## config.mk

```make
export PLATFORM = sky130hd
export DESIGN_NAME = uart_loopback
export DESIGN_NICKNAME = d
export VERILOG_FILES = /design/src/rtl/uart_pkg.sv /design/src/rtl/uart_fifo.sv /design/src/rtl/uart_loopback.sv
export SDC_FILE = /design/constraint.sdc
export NUM_CORES = 1
export LEC_CHECK = 0
export ABC_AREA = 1
export BUFFER_PORTS_ARGS = -buffer_cell sky130_fd_sc_hd__buf_4
export CORE_MARGIN = 2
export CORE_UTILIZATION = 30
export CTS_CLUSTER_SIZE = 8
export DETAILED_ROUTE_END_ITERATION = 10
export GPL_TIMING_DRIVEN = 0
export PLACE_DENSITY = 0.49
export SETUP_SLACK_MARGIN = 0.02
export SLEW_MARGIN = 20
export SYNTH_ARGS = -nofsm -noshare
export SYNTH_HDL_FRONTEND = slang
export SYNTH_SLANG_ARGS = --single-unit
```

## constraint.sdc

```tcl
create_clock -name clk -period 6 [get_ports clk]
set_input_delay 1.2 -clock clk [delete_from_list [all_inputs] [get_ports clk]]
set_output_delay 1.2 -clock clk [all_outputs]
set_load 0.01 [all_outputs]
```

## src/rtl/uart_pkg.sv

```systemverilog
// uart_pkg: shared state encodings and default parameters for the UART loopback.
package uart_pkg;

    localparam int CLKS_PER_BIT = 20;
    localparam int FIFO_AW      = 4;

    typedef enum logic [2:0] {
        RX_IDLE,
        RX_START,
        RX_DATA,
        RX_STOP,
        RX_WAIT_IDLE
    } rx_state_t;

    typedef enum logic [1:0] {
        TX_IDLE,
        TX_START,
        TX_DATA,
        TX_STOP
    } tx_state_t;

endpackage

```

## src/rtl/uart_fifo.sv

```systemverilog
// uart_fifo: 8-bit first-word-fall-through FIFO with sticky overrun/underrun flags.
module uart_fifo #(
    parameter int FIFO_AW = uart_pkg::FIFO_AW
) (
    input  logic       clk,
    input  logic       rst,
    input  logic       push,
    input  logic [7:0] wdata,
    input  logic       pop,
    output logic [7:0] rdata,
    output logic       dvalid,
    output logic       full,
    output logic       overrun,
    output logic       underrun
);

    localparam int DEPTH = 2 ** FIFO_AW;

    logic [7:0]         mem [DEPTH];
    logic [FIFO_AW-1:0] wr_ptr, rd_ptr;
    logic [FIFO_AW:0]   count;
    logic               do_push, do_pop;

    assign dvalid  = count != '0;
    assign full    = count == (FIFO_AW + 1)'(DEPTH);
    assign rdata   = mem[rd_ptr];
    assign do_pop  = pop && dvalid;
    // A pop in the same cycle frees a slot, so a push into a full FIFO still lands.
    assign do_push = push && (!full || do_pop);

    always_ff @(posedge clk or posedge rst) begin
        if (rst) begin
            wr_ptr   <= '0;
            rd_ptr   <= '0;
            count    <= '0;
            overrun  <= 1'b0;
            underrun <= 1'b0;
        end else begin
            if (do_push) wr_ptr <= wr_ptr + 1'b1;
            if (do_pop) rd_ptr <= rd_ptr + 1'b1;
            count <= count + {{FIFO_AW{1'b0}}, do_push} - {{FIFO_AW{1'b0}}, do_pop};
            if (push && full && !pop) overrun <= 1'b1;
            if (pop && !dvalid) underrun <= 1'b1;
        end
    end

    always_ff @(posedge clk) begin
        if (do_push) mem[wr_ptr] <= wdata;
    end

endmodule

```

## src/rtl/uart_loopback.sv

```systemverilog
// uart_loopback: 8N1 receiver -> RX FIFO -> TX FIFO -> 8N1 transmitter, with status LEDs.
// Define UART_RX_SYNC_EN to pass rx through a 2-flop synchronizer (RX timing +2 cycles).
module uart_loopback #(
    parameter int CLKS_PER_BIT = uart_pkg::CLKS_PER_BIT,
    parameter int FIFO_AW      = uart_pkg::FIFO_AW
) (
    input  logic       clk,
    input  logic       rst,
    input  logic       rx,
    output logic       tx,
    output logic [2:0] rgb_led
);

    import uart_pkg::*;

    localparam int             CW       = $clog2(CLKS_PER_BIT);
    localparam logic [CW-1:0]  BIT_END  = CW'(CLKS_PER_BIT - 1);
    localparam logic [CW-1:0]  HALF_END = CW'(CLKS_PER_BIT / 2 - 1);

    logic rx_in;
`ifdef UART_RX_SYNC_EN
    logic [1:0] rx_sync;
    always_ff @(posedge clk or posedge rst) begin
        if (rst) rx_sync <= 2'b11;
        else rx_sync <= {rx_sync[0], rx};
    end
    assign rx_in = rx_sync[1];
`else
    assign rx_in = rx;
`endif

    rx_state_t     rx_state;
    logic          rx_prev, framing_err, rx_tick, rx_push;
    logic [CW-1:0] rx_cnt;
    logic [2:0]    rx_bit;
    logic [7:0]    rx_shift;

    assign rx_tick = rx_cnt == (rx_state == RX_START ? HALF_END : BIT_END);
    assign rx_push = rx_state == RX_STOP && rx_tick && rx_in;

    always_ff @(posedge clk or posedge rst) begin
        if (rst) begin
            rx_state    <= RX_IDLE;
            rx_prev     <= 1'b1;
            rx_cnt      <= '0;
            rx_bit      <= '0;
            rx_shift    <= '0;
            framing_err <= 1'b0;
        end else begin
            rx_prev <= rx_in;
            rx_cnt  <= (rx_state == RX_IDLE || rx_state == RX_WAIT_IDLE || rx_tick) ? '0 : rx_cnt + 1'b1;
            case (rx_state)
                RX_IDLE:      if (rx_prev && !rx_in) rx_state <= RX_START;
                RX_START:     if (rx_tick) begin
                    rx_bit   <= '0;
                    rx_state <= rx_in ? RX_IDLE : RX_DATA;
                end
                RX_DATA:      if (rx_tick) begin
                    rx_shift <= {rx_in, rx_shift[7:1]};
                    rx_bit   <= rx_bit + 1'b1;
                    if (rx_bit == 3'd7) rx_state <= RX_STOP;
                end
                RX_STOP:      if (rx_tick) begin
                    if (!rx_in) framing_err <= 1'b1;
                    rx_state <= rx_in ? RX_IDLE : RX_WAIT_IDLE;
                end
                RX_WAIT_IDLE: if (rx_in) rx_state <= RX_IDLE;
                default:      rx_state <= RX_IDLE;
            endcase
        end
    end

    logic [7:0] rx_rdata, tx_rdata;
    logic       rx_dvalid, rx_full_unused, rx_overrun, rx_underrun;
    logic       tx_dvalid, tx_full, tx_overrun, tx_underrun;
    logic       xfer, tx_pop;

    assign xfer = rx_dvalid && !tx_full;

    uart_fifo #(.FIFO_AW(FIFO_AW)) u_rx_fifo (
        .clk      (clk),
        .rst      (rst),
        .push     (rx_push),
        .wdata    (rx_shift),
        .pop      (xfer),
        .rdata    (rx_rdata),
        .dvalid   (rx_dvalid),
        .full     (rx_full_unused),
        .overrun  (rx_overrun),
        .underrun (rx_underrun)
    );

    uart_fifo #(.FIFO_AW(FIFO_AW)) u_tx_fifo (
        .clk      (clk),
        .rst      (rst),
        .push     (xfer),
        .wdata    (rx_rdata),
        .pop      (tx_pop),
        .rdata    (tx_rdata),
        .dvalid   (tx_dvalid),
        .full     (tx_full),
        .overrun  (tx_overrun),
        .underrun (tx_underrun)
    );

    tx_state_t     tx_state;
    logic [CW-1:0] tx_cnt;
    logic [2:0]    tx_bit;
    logic [7:0]    tx_shift;
    logic          tx_tick;

    assign tx_tick = tx_cnt == BIT_END;
    // Popping on the last stop-bit cycle chains frames without an idle gap.
    assign tx_pop  = tx_dvalid && (tx_state == TX_IDLE || (tx_state == TX_STOP && tx_tick));

    always_ff @(posedge clk or posedge rst) begin
        if (rst) begin
            tx_state <= TX_IDLE;
            tx_cnt   <= '0;
            tx_bit   <= '0;
            tx_shift <= '0;
        end else begin
            tx_cnt <= (tx_state == TX_IDLE || tx_tick) ? '0 : tx_cnt + 1'b1;
            if (tx_pop) begin
                tx_shift <= tx_rdata;
                tx_state <= TX_START;
            end else begin
                case (tx_state)
                    TX_START: if (tx_tick) begin
                        tx_bit   <= '0;
                        tx_state <= TX_DATA;
                    end
                    TX_DATA:  if (tx_tick) begin
                        tx_shift <= tx_shift >> 1;
                        tx_bit   <= tx_bit + 1'b1;
                        if (tx_bit == 3'd7) tx_state <= TX_STOP;
                    end
                    TX_STOP:  if (tx_tick) tx_state <= TX_IDLE;
                    default:  tx_state <= TX_IDLE;
                endcase
            end
        end
    end

    assign tx = tx_state == TX_START ? 1'b0 : tx_state == TX_DATA ? tx_shift[0] : 1'b1;

    assign rgb_led = {~(rx_overrun | tx_overrun | rx_underrun | tx_underrun),
                      ~(tx_state != TX_IDLE),
                      ~framing_err};

endmodule

```

==> impl_metrics.json, run 1 <==
{
  "intPower_mw": 5.02,
  "hold_end": "framing_err",
  "seq_area_frac_synth": 0.668,
  "fp-row-count": 79,
  "ys_warn_count": 0,
  "p_comb_frac": 0.260,
  "coreArea_mm2": 0.0465,
  "layout-drive-gt1-share": 0.0795,
  "clkLatencyLatePin_ns": 0.57,
  "hp-start": "framing_err",
  "clock_path_buffers": 3,
  "synth_commonest_cells": "nand2_1, edfxtp_1, nor2_1",
  "fin_worst_skew_ns": 0.0319,
  "switching_share": 0.339,
  "irDropWorstVdd_mv": 0.316,
  "wirelength_um": 34700,
  "ios": 7,
  "rrSetupSlack_ns": 2.93,
  "synthTopCellsByArea": "edfxtp_1, dfrtp_1, nand2_1",
  "r2r_end": "u_rx_fifo.count[4]",
  "synth.most_common_cell": "nand2_1",
  "dieArea_mm2": 0.0488,
  "antenna_left": 0,
  "start_kind": "flop",
  "finalCritPeriodShare": 0.542,
  "synth_flop_cell": "edfxtp_1",
  "place.port_buffers": 6,
  "yosysTopAreaCellShare": 0.545,
  "synth_cell_types": 38,
  "rr_startpoint": "u_tx_fifo.count[2]",
  "drv_cap": 0,
  "cp.required_ns": 4.80,
  "cts_buffers": 46,
  "nFillCells": 4616,
  "post-cts-setup-buffers": 0,
  "rsz0062_at_grt": "no",
  "wire_per_inst_um": 17.5,
  "async_flop_share": 0.212,
  "dr.pass1.iters": 5,
  "dp.cells": 1911,
  "seqCellArea_mm2": 0.00942,
  "ctsRootBufferMaster": "clkbuf_16",
  "crit_type": "flop to output port",
  "grt_pass1_vias": 9078,
  "finalCoreUtilization": 0.349,
  "p_leak_nw": 6.50,
  "gp_congestion": 0.885,
  "grt_pass1_wl_um": 54000,
  "fmax_ghz": 0.308,
  "start_util": 0.304,
  "yosys_register_bits": 325,
  "status": "complete, no violations",
  "netlist_area_mm2": 0.0141,
  "dp_hpwl_um": 23200,
  "crit_fanout": 10,
  "hold_violations": 0,
  "crit_arrival_ns": 2.05,
  "fin_crit_ns": 3.25,
  "p_sw_mw": 2.58,
  "vias": 9184,
  "nNetsFinal": 1389,
  "avgSynthCellArea_um2": 10.9,
  "min_path_type": "flop to flop",
  "postCtsHoldBufs": 0,
  "areaGrowthSynthToFinish_pct": 15.0,
  "finalSetupViolCount": 0,
  "clk_pin_slew_worst_paths_ns": 0.05,
  "power_density_mw_per_mm2": 469,
  "diodes": 0,
  "synth_edf_count": 256,
  "syn_nets": 1334,
  "finalMaxSlewViolations": 0,
  "cts_tree": "yes",
  "grt.overflow.total": 0,
  "fin_tns_setup_ns": 0,
  "slew_headroom": 0.259,
  "vias_per_cell": 4.64,
  "whs_path_depth": 2,
  "r2r_cells": 13,
  "grt_max_degree": 53,
  "final_cells": 1978,
  "drt_iter0_markers": 684,
  "cts-resized-gates": 0,
  "synth_top_area_cell": "edfxtp_1",
  "worst_pin_slew_ns": 1.11,
  "cts.sinks": 325,
  "fp.dieH_um": 221,
  "grt_use_total": 0.143,
  "htreeDepth": 2,
  "drc": 0,
  "die_w_um": 221,
  "multi_input_area_mm2": 0.00393,
  "power_mw": 7.60,
  "clkPwrFrac": 0.309,
  "netlist_instances": 1297,
  "timing.final.ws_setup_ns": 2.75,
  "dp_slack_ns": 2.83,
  "p_seq_frac": 0.431,
  "antenna_found_initial": 1,
  "worstSetupEndpointType": "output port"
}
==> power groups by stage <==
| stage | Combinational [mW] | Clock (mW) | Sequential (mW) |
|---|---|---|---|
| finish | 1.98 | 2.34 | 3.28 |
| global route | 2.24 | 2.49 | 3.32 |
| CTS | 2.00 | 2.40 | 3.28 |
| detailed placement | 1.99 | 0 | 3.32 |
| global placement | 1.96 | 0 | 3.31 |
| floorplan | 1.28 | 0 | 3.25 |
==> layer usage <==
| layer | vias up | routed length [µm] | global-route usage |
|---|---|---|---|
| met5 | - | 13 | 0 |
| met2 | 170 | 16300 | 0.228 |
| li1 | 4471 | - | - |
| met1 | 4489 | 16200 | 0.199 |
| met3 | 52 | 1490 | 0.0243 |
| met4 | 2 | 708 | 0.0411 |
==> cells by family (layout without fill, tap and decap cells) <==
logic type,after synthesis,count (layout),synth area share
compound gates,139,139,0.0576
xor+xnor,24,24,0.0149
fa+ha+maj,34,34,0.0312
buf+inv,190,264,0.0541
flops,325,325,0.668
simple gates,585,585,0.175
==> worst max-delay path by stage <==
stage / endpoint / slack, ns / from
after global routing: tx / 2.59 / tx_state[0]
final: tx / 2.75 / tx_state[0]
after floorplan: framing_err / 3.06 / rst
after detailed placement: u_rx_fifo.count[4] / 2.83 / rx
after CTS: tx / 2.71 / tx_state[0]
after global placement: u_tx_fifo.rd_ptr[3] / 1.95 / rst
==> flip-flops by register name (all words and copies together) (netlist names), 5 cells and up <==
| signal | cells |
|---|---|
| tx_cnt | 5 |
| rx_shift | 8 |
| tx_shift | 8 |
| u_rx_fifo.count | 5 |
| u_tx_fifo.count | 5 |
| u_rx_fifo.mem | 128 |
| u_tx_fifo.mem | 128 |
| rx_cnt | 5 |
==> cell usage in the layout, fill, tap and decap left out, types with 2 or more instances in the layout <==
| cell type | count |
|---|---|
| xnor2_1 | 5 |
| o21a_1 | 2 |
| clkbuf_16 | 47 |
| edfxtp_1 | 256 |
| inv_1 | 125 |
| nand4_1 | 10 |
| nor2_1 | 152 |
| nand3_1 | 120 |
| clkinv_1 | 3 |
| buf_2 | 27 |
| nand3_2 | 2 |
| buf_1 | 2 |
| nand2_1 | 285 |
| o211ai_1 | 33 |
| xor2_1 | 19 |
| or2_2 | 2 |
| nand2_2 | 4 |
| a21oi_1 | 5 |
| dfrtp_1 | 68 |
| fa_1 | 2 |
| o21ai_1 | 4 |
| o31ai_1 | 8 |
| clkbuf_1 | 42 |
| ha_1 | 32 |
| nand2_4 | 3 |
| clkinv_8 | 2 |
| buf_4 | 9 |
| nor2_4 | 2 |
| o21ai_0 | 84 |
| inv_2 | 3 |
==> metrics by stage <==
step / hold WS [ns] / cell area (µm²)
final: 0.449 / 16200
after global placement: 0.438 / 14900
after global routing: 0.480 / 16200
after CTS: 0.453 / 16200
after detailed placement: 0.439 / 14900
after floorplan: 0.429 / 14100
==> worst max-delay path, stage by stage (launching register included) <==
cell and delay (ns):
dfrtp_1 0.39, inv_1 0.08, ha_1 0.26, inv_1 0.09, clkbuf_1 0.37, nor2_1 0.08, nor2_1 0.11, buf_4 0.13
==> final cells by class <==
type | count | area share
clock buffers | 64 | 0.0765
repair buffers | 7 | 0.00448
plain buffers | 57 | 0.0160
well taps | 607 | 0.0468
flip-flops and latches | 325 | 0.581
inverters | 133 | 0.0312
clock inverters | 3 | 0.00231
multi-input cells | 782 | 0.242
Power figures use the tool's default switching activity.
==> run 2, diff against run 1 <==
ABC_AREA = 0   (was 1)
clock period = 3.4 ns   (was 6 ns; I/O delays follow)
==> run 2 against run 1 <==
Routed wire length is 21% lower. Critical path type is now flop to flop. Largest power group unchanged. Global-route usage decreased by 2.0 points. Cell area down 3.3%. Highest routed layer is now met4.
==> impl_metrics.json, run 2 <==
{
  "fin_worst_skew_ns": 0.0202,
  "antenna_left": 0,
  "clkPwrFrac": 0.338,
  "irDropWorstVdd_mv": 0.349,
  "drc": 0,
  "fmax_ghz": 0.324,
  "seq_area_frac_synth": 0.700,
  "timing.hold.ws_ns": 0.166,
  "antenna_found_initial": 0,
  "vias_per_cell": 4.65,
  "async_flop_share": 0.212,
  "hold_violations": 0,
  "nFillCells": 4118,
  "r2r_end": "u_tx_fifo.count[4]",
  "finalCritPeriodShare": 0.907,
  "crit_type": "flop to flop",
  "synthTopCellsByArea": "edfxtp_1, dfrtp_1, mux4_2",
  "ios": 7,
  "p_seq_frac": 0.447,
  "grt_pass1_wl_um": 43100,
  "rsz0062_at_grt": "no",
  "vias": 6535,
  "syn_nets": 763,
  "p_sw_mw": 3.38,
  "fin_crit_ns": 3.08,
  "netlist_instances": 726,
  "slew_headroom": 0.409,
  "crit_fanout": 3,
  "timing.final.ws_setup_ns": 0.315,
  "synth_commonest_cells": "edfxtp_1, mux4_2, dfrtp_1",
  "worst_pin_slew_ns": 0.878,
  "synth_edf_count": 256,
  "yosysTopAreaCellShare": 0.571,
  "wirelength_um": 27500,
  "cts_buffers": 46,
  "ys_warn_count": 0,
  "layout-drive-gt1-share": 0.221,
  "fp-row-count": 77,
  "drv_cap": 0,
  "cp.required_ns": 3.85,
  "top_regs": "u_rx_fifo.mem: 128 flops, u_tx_fifo.mem: 128 flops",
  "diodes": 0,
  "p_comb_frac": 0.215,
  "avgSynthCellArea_um2": 18.5,
  "finalSetupViolCount": 0,
  "worstSetupEndpointType": "flop",
  "worstSetupStartpoint": "u_tx_fifo.count[2]",
  "wire_per_inst_um": 19.6,
  "place.port_buffers": 6,
  "status": "complete, no violations",
  "switching_share": 0.279,
  "clock_path_buffers": 3,
  "finalMaxSlewViolations": 0,
  "clk_pin_slew_worst_paths_ns": 0.05,
  "dr.pass1.iters": 4,
  "drt_iter0_markers": 427,
  "min_path_type": "primary input to async pin",
  "rr_startpoint": "u_tx_fifo.count[2]",
  "synth.most_common_cell": "edfxtp_1",
  "fp.dieH_um": 216,
  "grt_pass1_vias": 7000,
  "areaGrowthSynthToFinish_pct": 16.6,
  "htreeDepth": 2,
  "start_util": 0.304,
  "postCtsHoldBufs": 0,
  "start_kind": "flop",
  "gp_congestion": 0.718,
  "power_density_mw_per_mm2": 772,
  "crit_arrival_ns": 3.54,
  "intPower_mw": 8.73,
  "synth_flop_cell": "edfxtp_1",
  "clkLatencyLatePin_ns": 0.55,
  "coreArea_mm2": 0.0442,
  "synth_cell_types": 55,
  "nNetsFinal": 825,
  "p_leak_nw": 5.68,
  "synth_top_area_cell": "edfxtp_1",
  "cts_tree": "yes",
  "grt.overflow.total": 0,
  "endpoint": "u_tx_fifo.count[4]",
  "netlist_area_mm2": 0.0135,
  "dieArea_mm2": 0.0465,
  "yosys_register_bits": 325,
  "ctsRootBufferMaster": "clkbuf_16",
  "rrSetupSlack_ns": 0.32,
  "final_common_cell": "edfxtp_1",
  "dp_hpwl_um": 17900,
  "dp_slack_ns": 0.00201,
  "r2r_cells": 14,
  "grt_max_degree": 37,
  "grt_use_total": 0.122,
  "final_cell_mix": "edfxtp_1, mux4_2, dfrtp_1",
  "cts.sinks": 325,
  "die_w_um": 216
}
==> run 2: how the worst min path moves through the flow <==
stage / slack, ns / end / start / depth (start not counted)
5_1_grt: 0.19 / u_rx_fifo.count[2] / rst / 2
6_report: 0.17 / u_rx_fifo.count[2] / rst / 2
3_5_place_dp: 0.45 / u_tx_fifo.overrun / u_tx_fifo.overrun / 1
4_1_cts: 0.16 / u_rx_fifo.count[2] / rst / 2
3_3_place_gp: 0.44 / u_tx_fifo.underrun / u_tx_fifo.underrun / 1
2_1_floorplan: 0.43 / u_tx_fifo.overrun / u_tx_fifo.overrun / 1
==> run 2: per-stage QoR <==
step / TNS (ns) / utilization / total power [mW] / std cells / area [µm²]
3_5_place_dp: 0 / 0.325 / 8.14 / 1331 / 14400
3_3_place_gp: -26.21 / 0.322 / 8.00 / 1324 / 14200
6_report: 0 / 0.355 / 12.1 / 1406 / 15700
5_1_grt: 0 / 0.355 / 12.8 / 1406 / 15700
2_1_floorplan: 0 / - / 7.23 / 726 / 13500
4_1_cts: 0 / 0.354 / 12.3 / 1406 / 15700
==> run 2: power groups by stage <==
stage	sequential (mW)	combinational [mW]	clock, mW
2_1_floorplan	5.40	1.83	0
3_3_place_gp	5.47	2.53	0
3_5_place_dp	5.49	2.65	0
4_1_cts	5.42	2.66	4.21
5_1_grt	5.48	2.91	4.37
6_report	5.41	2.60	4.09
==> run 2: worst max-delay path: stages (launching register included) <==
cell,delay [ns]
dfrtp_1,0.38
inv_1,0.08
ha_1,0.16
or4b_2,0.68
o211ai_1,0.20
inv_2,0.12
ha_1,0.30
inv_1,0.05
ha_1,0.16
inv_1,0.06
fa_1,0.40
inv_1,0.07
a21oi_1,0.06
o21bai_1,0.16
xnor2_1,0.13
==> run 2: what timing repair did <==
item	in CTS	in global routing
buffers inserted	1	0
setup endpoints to repair	2	121
pin swaps	1	0
gates resized for setup	1	9
==> run 2: routing by layer <==
| layer | share of wire | global-route usage | vias to the layer above |
|---|---|---|---|
| li1 | - | - | 3010 |
| met1 | 0.45 | 0.164 | 3393 |
| met2 | 0.49 | 0.203 | 90 |
| met3 | 0.034 | 0.0228 | 42 |
| met4 | 0.019 | 0.0349 | 0 |
| met5 | 0 | 0 | - |
==> run 2: cells by family after synthesis <==
family                   Yosys count  synth area share
flip-flops                       325             0.700
AND/OR/NAND/NOR                  116            0.0538
multiplexers                     102             0.146
buffers and inverters             70            0.0210
AO/OA/AOI/OAI                     55            0.0313
adder cells (fa/ha/maj)           34            0.0327
XOR/XNOR                          24            0.0156
==> run 2: cell type report <==
type / count / area [µm²] / share of cell area
sequential: 325 / 9420 / 0.600
buffer: 37 / 163 / 0.0104
clock buffer: 70 / 1240 / 0.0791
clock inverter: 4 / 38.8 / 0.00247
tap: 592 / 741 / 0.0472
timing repair buffer: 14 / 118 / 0.00750
multi-input combinational: 331 / 3840 / 0.245
inverter: 33 / 126 / 0.00806
==> run 3, diff against run 2 <==
CELL_PAD_IN_SITES_DETAIL_PLACEMENT = 1   (was not set)
CELL_PAD_IN_SITES_GLOBAL_PLACEMENT = 2   (was not set)
PLACE_DENSITY = 0.58   (was 0.49)
clock period = 3.2 ns   (was 3.4 ns; I/O delays follow)
==> run 3 against run 2 <==
First-iteration DRC count decreased by 6.6%. Non-clock buffer count decreased by 1. Register-to-register slack got worse by 0.10 ns. Utilization increased by 0.22 points. Combinational power increased by 8.8%. Clock power increased by 8.6%. Sequential cell count unchanged. Critical path depth decreased by 2. Power increased by 7.8%. Cell count about the same. Critical endpoint is now u_rx_fifo.count[4]. Largest power group unchanged. Highest routed layer unchanged.
==> impl_metrics.json, run 3 (synthesized netlist as in run 2, its figures left out) <==
{
  "status": "complete, no violations",
  "antenna_left": 0,
  "fin_worst_skew_ns": 0.0168,
  "htreeDepth": 2,
  "timing.hold.ws_ns": 0.0705,
  "p_comb_frac": 0.217,
  "die_w_um": 216,
  "clock_path_buffers": 3,
  "p_sw_mw": 3.68,
  "coreArea_mm2": 0.0442,
  "grt_pass1_wl_um": 45900,
  "fin_crit_ns": 2.99,
  "crit_type": "flop to flop",
  "crit_family": "simple AND/OR/NAND/NOR gates",
  "finalCoreUtilization": 0.357,
  "final_common_cell": "edfxtp_1",
  "slew_headroom": 0.403,
  "antenna_found_initial": 1,
  "seqCellArea_mm2": 0.00942,
  "clkLatencyLatePin_ns": 0.55,
  "power_density_mw_per_mm2": 827,
  "top_regs": "u_rx_fifo.mem: 128 flops, u_tx_fifo.mem: 128 flops",
  "ctsRootBufferMaster": "clkbuf_16",
  "irDropWorstVdd_mv": 0.402,
  "wirelength_um": 29700,
  "clk_pin_slew_worst_paths_ns": 0.05,
  "fmax_ghz": 0.335,
  "cp.required_ns": 3.66,
  "drc": 0,
  "nNetsFinal": 824,
  "intPower_mw": 9.37,
  "wire_per_inst_um": 21.1,
  "dr.pass1.iters": 4,
  "slowest_stage": "or4b_4",
  "cp_common_cell": "inv_1",
  "ios": 7,
  "fp-row-count": 77,
  "grt.overflow.total": 0,
  "switching_share": 0.282,
  "grt_pass1_vias": 7237,
  "crit_fanout": 10,
  "grt_use_total": 0.131,
  "cts.sinks": 325,
  "dieArea_mm2": 0.0465,
  "fp.dieH_um": 216,
  "vias": 6669,
  "min_path_type": "primary input to async pin",
  "drt_iter0_markers": 399,
  "areaGrowthSynthToFinish_pct": 17.3,
  "cts_tree": "yes",
  "finalSetupViolCount": 0,
  "drv_cap": 0,
  "worst_pin_slew_ns": 0.895,
  "crit_arrival_ns": 3.44,
  "finalMaxSlewViolations": 0,
  "worstSetupEndpointType": "flop",
  "clkPwrFrac": 0.340,
  "cp_slowest_stage_delay_ns": 0.55,
  "rsz0062_at_grt": "yes",
  "p_leak_nw": 5.72,
  "postCtsHoldBufs": 0,
  "hold_violations": 0,
  "start_util": 0.304,
  "multi_input_area_mm2": 0.00387,
  "gp_congestion": 0.711,
  "worstPathCellList": "buf_6 > or4b_4 > o32a_2 > nor3_4 > buf_4 > ha_1 > inv_1 > fa_1 > inv_1 > a21oi_1 > o21bai_1 > xnor2_1",
  "start_kind": "flop",
  "dp_hpwl_um": 19000,
  "layout-drive-gt1-share": 0.222,
  "vias_per_cell": 4.74,
  "final_cell_mix": "edfxtp_1, mux4_2, dfrtp_1",
  "diodes": 0,
  "p_seq_frac": 0.443,
  "cts_buffers": 46,
  "place.port_buffers": 6,
  "path_buf_inv": 4,
  "fin_tns_setup_ns": 0,
  "finalCritPeriodShare": 0.934,
  "grt_max_degree": 51,
  "nFillCells": 4384
}
==> run 3: timing repair <==
action / in CTS / in global routing
pin swaps: 1 / 2
gates resized for setup: 9 / 8
setup endpoints to repair: 132 / 32
buffers inserted: 1 / 0
hold endpoints to repair: 0 / 0
==> run 3: metrics by stage <==
stage	power, mW	area, µm²	setup WS, ns	instances
floorplan	7.68	13500	0.318	726
global placement	8.50	14200	-1.25	1324
detailed placement	8.71	14400	-0.237	1331
CTS	13.2	15800	0.0819	1408
global route	13.7	15800	0.0118	1407
finish	13.0	15800	0.212	1407
==> run 3: per-layer routing <==
layer / global-route usage / vias to the layer above / routed length, µm
li1: - / 3010 / -
met1: 0.172 / 3518 / 13100
met2: 0.223 / 96 / 15000
met3: 0.0230 / 45 / 973
met4: 0.0349 / 0 / 544
met5: 0 / - / 0
==> run 3: cell type report <==
| type | instances | area share |
|---|---|---|
| clock buffer | 73 | 0.0807 |
| inverter | 33 | 0.00801 |
| clock inverter | 3 | 0.00230 |
| sequential | 325 | 0.597 |
| buffer | 36 | 0.0115 |
| multi-input combinational | 331 | 0.246 |
| timing repair buffer | 14 | 0.00840 |
| tap | 592 | 0.0469 |
==> run 3: power by group through the flow <==
stage	Sequential (mW)	Clock [mW]	Combinational, mW
after floorplan	5.74	0	1.95
after global placement	5.82	0	2.68
after detailed placement	5.84	0	2.87
after CTS	5.77	4.56	2.91
after global routing	5.84	4.74	3.15
final	5.77	4.44	2.83
==> run 3: final timing paths <==
| kind | end | startpoint | cells after the start | slack [ns] |
|---|---|---|---|---|
| worst min-delay path | u_tx_fifo.count[2] | rst | 2 | 0.07 |
| worst min register to register | u_tx_fifo.overrun | u_tx_fifo.overrun | 1 | 0.46 |
| max in group asynchronous | rx_prev | rst | 3 | 2.52 |
| worst max register to register | u_rx_fifo.count[4] | rx_state[1] | 12 | 0.21 |
| worst max-delay path | u_rx_fifo.count[4] | rx_state[1] | 12 | 0.21 |
| min in group clk | rx_prev | rx | 1 | 0.27 |
==> run 3: worst reg2reg max path, cell delays in order, from the launching register on <==
cell	delay (ns)
dfrtp_1	0.37
buf_6	0.14
or4b_4	0.55
o32a_2	0.27
nor3_4	0.26
buf_4	0.25
ha_1	0.21
inv_1	0.06
fa_1	0.40
inv_1	0.07
a21oi_1	0.06
o21bai_1	0.15
xnor2_1	0.13
